--- src/rtl/palette_dac.sv ---
// Colour palette DAC. On reset it loads CGA defaults into the palette, then serves
// a 2-stage pixel lookup and a byte-wide register port for palette and mask access.
module palette_dac #(
  parameter int IDX_W  = 4,
  parameter int COMP_W = 6
) (
  input  logic              clk,
  input  logic              reset_n,
  input  logic [IDX_W-1:0]  video,
  input  logic              blank,
  input  logic [1:0]        bus_addr,
  input  logic              bus_wr,
  input  logic              bus_rd,
  input  logic [7:0]        bus_din,
  output logic [7:0]        bus_dout,
  output logic              init_busy,
  output logic [COMP_W-1:0] red,
  output logic [COMP_W:0]   green,
  output logic [COMP_W-1:0] blue
);
  localparam int PAL_N   = 1 << IDX_W;
  localparam int ENTRY_W = 3 * COMP_W;

  typedef enum logic {ST_INIT, ST_RUN} state_t;
  typedef enum logic [1:0] {CMP_R, CMP_G, CMP_B} comp_t;

  // Level 1 is "0101..." and level 2 "1010..." counted from the MSB.
  function automatic logic [COMP_W-1:0] level_code(input logic [1:0] lvl);
    logic [COMP_W-1:0] v;
    for (int j = 0; j < COMP_W; j++) begin
      case (lvl)
        2'd0:    v[j] = 1'b0;
        2'd1:    v[j] = ((COMP_W - 1 - j) % 2) == 1;
        2'd2:    v[j] = ((COMP_W - 1 - j) % 2) == 0;
        default: v[j] = 1'b1;
      endcase
    end
    return v;
  endfunction

  // Level index is {colour bit, intensity bit}; entry 6 uses dim green for brown.
  function automatic logic [ENTRY_W-1:0] default_entry(input logic [3:0] c);
    logic [1:0] lr, lg, lb;
    lr = {c[2], c[3]};
    lg = (c == 4'd6) ? 2'd1 : {c[1], c[3]};
    lb = {c[0], c[3]};
    return {level_code(lr), level_code(lg), level_code(lb)};
  endfunction

  logic [ENTRY_W-1:0] pal_mem [PAL_N];

  state_t             state_q, state_d;
  logic [IDX_W-1:0]   init_cnt_q, init_cnt_d;
  logic [IDX_W-1:0]   widx_q, widx_d, ridx_q, ridx_d, mask_q, mask_d;
  comp_t              wcnt_q, wcnt_d, rcnt_q, rcnt_d;
  logic [COMP_W-1:0]  hold_r_q, hold_r_d, hold_g_q, hold_g_d;
  logic [7:0]         bus_dout_q, bus_dout_d;
  logic [IDX_W-1:0]   pix_idx_q, pix_idx_d;
  logic               blank_s1_q, blank_s1_d;
  logic [ENTRY_W-1:0] rgb_q, rgb_d;

  logic               mem_we;
  logic [IDX_W-1:0]   mem_waddr;
  logic [ENTRY_W-1:0] mem_wdata, pal_pix, pal_rd;
  logic               unused_din;

  assign unused_din = ^bus_din;

  always_comb begin
    state_d    = state_q;
    init_cnt_d = init_cnt_q;
    widx_d     = widx_q;
    ridx_d     = ridx_q;
    mask_d     = mask_q;
    wcnt_d     = wcnt_q;
    rcnt_d     = rcnt_q;
    hold_r_d   = hold_r_q;
    hold_g_d   = hold_g_q;
    bus_dout_d = bus_dout_q;
    pix_idx_d  = video & mask_q;
    blank_s1_d = blank;
    mem_we     = 1'b0;
    mem_waddr  = widx_q;
    mem_wdata  = {hold_r_q, hold_g_q, bus_din[COMP_W-1:0]};
    pal_pix    = pal_mem[pix_idx_q];
    pal_rd     = pal_mem[ridx_q];
    rgb_d      = '0;

    if (state_q == ST_INIT) begin
      mem_we     = 1'b1;
      mem_waddr  = init_cnt_q;
      mem_wdata  = default_entry(init_cnt_q[3:0]);
      init_cnt_d = init_cnt_q + 1'b1;
      bus_dout_d = '0;
      if (init_cnt_q == IDX_W'(PAL_N - 1)) state_d = ST_RUN;
    end else begin
      // A same-cycle commit lands after this lookup, so pixels see the old entry.
      rgb_d = blank_s1_q ? '0 : pal_pix;
      if (bus_wr) begin
        case (bus_addr)
          2'd0: begin
            widx_d = bus_din[IDX_W-1:0];
            wcnt_d = CMP_R;
          end
          2'd1: begin
            case (wcnt_q)
              CMP_R: begin
                hold_r_d = bus_din[COMP_W-1:0];
                wcnt_d   = CMP_G;
              end
              CMP_G: begin
                hold_g_d = bus_din[COMP_W-1:0];
                wcnt_d   = CMP_B;
              end
              default: begin
                mem_we = 1'b1;
                widx_d = widx_q + 1'b1;
                wcnt_d = CMP_R;
              end
            endcase
          end
          2'd2: begin
            ridx_d = bus_din[IDX_W-1:0];
            rcnt_d = CMP_R;
          end
          default: mask_d = bus_din[IDX_W-1:0];
        endcase
      end else if (bus_rd) begin
        case (bus_addr)
          2'd0: bus_dout_d = 8'(widx_q);
          2'd1: begin
            case (rcnt_q)
              CMP_R: begin
                bus_dout_d = 8'(pal_rd[3*COMP_W-1:2*COMP_W]);
                rcnt_d     = CMP_G;
              end
              CMP_G: begin
                bus_dout_d = 8'(pal_rd[2*COMP_W-1:COMP_W]);
                rcnt_d     = CMP_B;
              end
              default: begin
                bus_dout_d = 8'(pal_rd[COMP_W-1:0]);
                ridx_d     = ridx_q + 1'b1;
                rcnt_d     = CMP_R;
              end
            endcase
          end
          2'd2:    bus_dout_d = 8'(ridx_q);
          default: bus_dout_d = 8'(mask_q);
        endcase
      end
    end
  end

  always_ff @(posedge clk) begin
    if (mem_we) pal_mem[mem_waddr] <= mem_wdata;
  end

  always_ff @(posedge clk or negedge reset_n) begin
    if (!reset_n) begin
      state_q    <= ST_INIT;
      init_cnt_q <= '0;
      widx_q     <= '0;
      ridx_q     <= '0;
      mask_q     <= '1;
      wcnt_q     <= CMP_R;
      rcnt_q     <= CMP_R;
      hold_r_q   <= '0;
      hold_g_q   <= '0;
      bus_dout_q <= '0;
      pix_idx_q  <= '0;
      blank_s1_q <= 1'b0;
      rgb_q      <= '0;
    end else begin
      state_q    <= state_d;
      init_cnt_q <= init_cnt_d;
      widx_q     <= widx_d;
      ridx_q     <= ridx_d;
      mask_q     <= mask_d;
      wcnt_q     <= wcnt_d;
      rcnt_q     <= rcnt_d;
      hold_r_q   <= hold_r_d;
      hold_g_q   <= hold_g_d;
      bus_dout_q <= bus_dout_d;
      pix_idx_q  <= pix_idx_d;
      blank_s1_q <= blank_s1_d;
      rgb_q      <= rgb_d;
    end
  end

  assign init_busy = (state_q == ST_INIT);
  assign bus_dout  = bus_dout_q;
  assign red       = rgb_q[3*COMP_W-1:2*COMP_W];
  assign green     = {rgb_q[2*COMP_W-1:COMP_W], rgb_q[2*COMP_W-1]};
  assign blue      = rgb_q[COMP_W-1:0];
endmodule

--- config.mk ---
export PLATFORM = sky130hd
export DESIGN_NAME = palette_dac
export DESIGN_NICKNAME = d
export VERILOG_FILES = /design/src/rtl/palette_dac.sv
export SDC_FILE = /design/constraint.sdc
export NUM_CORES = 1
export LEC_CHECK = 0
export CAP_MARGIN = 30
export CORE_UTILIZATION = 65
export CTS_BUF_LIST = sky130_fd_sc_hd__clkbuf_8
export DETAILED_ROUTE_END_ITERATION = 8
export GPL_TIMING_DRIVEN = 0
export PLACE_DENSITY = 0.83
export SLEW_MARGIN = 30
export SYNTH_ARGS = -nofsm -noshare
export SYNTH_HDL_FRONTEND = slang
export SYNTH_SLANG_ARGS = --single-unit
--- constraint.sdc ---
create_clock -name clk -period 6.39 [get_ports clk]
set_input_delay 0.639 -clock clk [delete_from_list [all_inputs] [get_ports clk]]
set_output_delay 0.639 -clock clk [all_outputs]
set_load 0.01 [all_outputs]
==> metrics <==
slowest CP cell a31oi_1; DR WL/cell 33.5 µm; min cycle time layout 3250 ps; worst endpoint required time 6720 ps; Area Overhead vs Synth 16.3%; CP cell instances clkdlybuf4s50_1, nand2b_1, clkbuf_1, or3_1, nor3_1, a31oi_1, nor2_4, buf_16; critical path peak fanout 11; status finished clean; DRT Pass-1 Iters 7; largest net degree at the start of global routing 48; register bit count reported by yosys 350; main area contributors after synthesis edfxtp_1 54%, mux4_2 22%, dfrtp_1 9.0%; global-route wire length before repair 68600 µm; TritonCTS clock tree built; worst skew pair latency 610 ps; Worst Hold Class in -> async; Area after DPL 17500 µm²; hpwl dp 31300 µm; ys async rst share 0.177; average size of a mapped cell 17.6 µm²; pwr/cell area 337 nW/µm²; post-route cell area 18700 µm²; Synth warnings 0; Worst Max-Slew Pin Slew 1140 ps; Resized Gates After CTS 0; Reg clk slew, reported paths 60 ps; Routed WL 47100 µm; CP top delay family buffers and inverters; Critical Path Start Type input pin; number of remaining DRC errors 0; crit path to pal_mem[12][3]$_DFFE_PP_; setup_tns 0 ps; most frequent cell after synthesis edfxtp_1; DIE HEIGHT 159 µm; I/O pins 47; Rows 57; setup violators final 0; Final Wtd Congestion 0.926; Nets 1060; Mapped Area 16100 µm²; Vias 10.3k; Worst IR Drop VDD 0.261 mV; CP Data Arrival Time 3580 ps; # diodes 0; PortBufs 42; ANT nets after route 0; routed vias/inst 7.33; flop2flop setup slack 3550 ps; Max Fclk 308 MHz; Final Cycle Share 0.508; CTS Buf Count 55; EDFF count, synth 288; Synth top area share 0.537; max_slew headroom 0.239; GRT Total Usage 0.387; P_leak 6.29 nW; vias in the first global route 10.6k; CP peak stage delay 740 ps; crit path capture type flop; max-cap viol count 0; R2R Path End bus_dout[2]$_DFFE_PN0P_; sequential area share after synthesis 0.634; worst r2r src ridx_q[1]$_DFFE_PN0P_; CTS Root Buffer Type clkbuf_8; CTS HTree Levels 2; Synth area leader edfxtp_1; ys flop type edfxtp_1; top post-synthesis cells by count 288 x edfxtp_1, 154 x mux4_2, 71 x nand2_1; Syn Inst Count 917; final hold viol count 0; CTS Sinks 350; layout cell share with drive strength beyond 1 0.304; overall die width 159 µm; die area 25400 µm²; Longest Clk Path Bufs 3; RSZ-0062 raised after global routing false; Slew Viols, Final 0; WP buf/inv 3; FF-to-FF path depth 8; starting density of the core 0.662; initial detailed-routing violation count 1898; initial antenna violation count 0; Remaining Overflow, GRT 0; critical path depth 8; crit path kind in -> reg; core area 24300 µm²; clk_skew 38.0 ps; Worst Setup SP bus_addr[1]; Distinct cells, synth 46
[per-layer routing]
metal / routed length [µm] / track usage
met5: 0 / 0
met4: 3200 / 0.223
met3: 6840 / 0.133
met2: 21900 / 0.586
met1: 15200 / 0.495
[cell type report]
cell class	instances	area, µm²
inverter	9	33.8
fill	1295	5600
tap	324	405
timing repair buffer	62	918
sequential	350	10200
multi-input combinational	491	5660
buffer	68	340
clock inverter	40	282
clock buffer	64	881
[placed cells by master (no fill, tap or decap), drive strengths merged, types with 8 or more instances in the layout]
master | Yosys | layout
edfxtp | 288 | 288
nor2 | 37 | 37
clkbuf | 25 | 89
buf | 43 | 63
mux4 | 154 | 154
clkinv | 0 | 10
o21ai | 26 | 26
a31oi | 11 | 11
dfrtp | 58 | 58
mux2i | 24 | 24
nor3 | 8 | 8
nand2 | 71 | 71
mux2 | 17 | 17
a21oi | 22 | 22
nor2b | 29 | 29
nand3 | 11 | 11
a22oi | 20 | 20
clkdlybuf4s50 | 0 | 41
inv | 9 | 31
[kinds of logic after synthesis]
logic type	count (synthesis)	share of synthesized area
fa+ha+maj	4	0.00311
flops	350	0.634
xor+xnor	3	0.00163
simple gates	183	0.0549
compound gates	104	0.0410
mux	195	0.242
buf+inv	77	0.0231
other cells	1	0.000233
[flip-flops by register name (all words and copies together) (netlist names)]
name / count
rcnt_q: 2
bus_dout: 6
widx_q: 4
init_cnt_q: 4
ridx_q: 4
blank_s1_q: 1
mask_q: 4
pal_mem: 288
hold_r_q: 6
hold_g_q: 6
wcnt_q: 2
state_q: 1
pix_idx_q: 4
rgb_q: 18
[per-stage QoR]
stage	cells	total power [W]	util	hold slack (ps)	setup WS [ps]
2_1_floorplan	918	0.00378	-	343	3540
3_3_place_gp	1284	0.00424	0.696	490	1650
3_5_place_dp	1301	0.00431	0.720	496	2740
4_1_cts	1406	0.00625	0.769	472	3280
5_1_grt	1408	0.00646	0.770	473	3110
6_report	1408	0.00630	0.770	468	3140
[how the worst min path moves through the flow]
stage,from,slack (ps),end
after floorplan,reset_n,340,blank_s1_q$_DFF_PN0_
after global placement,hold_g_q[5]$_DFFE_PN0P_,490,hold_g_q[5]$_DFFE_PN0P_
after detailed placement,hold_r_q[5]$_DFFE_PN0P_,500,hold_r_q[5]$_DFFE_PN0P_
after CTS,reset_n,470,rgb_q[11]$_DFF_PN0_
after global routing,blank,470,blank_s1_q$_DFF_PN0_
final,reset_n,470,rgb_q[11]$_DFF_PN0_
[power by group]
group	leakage, nW	internal (W)	switching (W)
Clock	0.661	0.00108	0.000885
Combinational	2.27	0.000645	0.000935
Sequential	3.37	0.00270	0.0000625
[what timing repair did]
| item | 4_1_cts | 5_1_grt |
|---|---|---|
| buffers inserted | 0 | 0 |
| endpoints found under the hold margin | 15 | 0 |
| hold buffers | 1 | 0 |
Note: power is estimated with default switching activity, not from simulation.
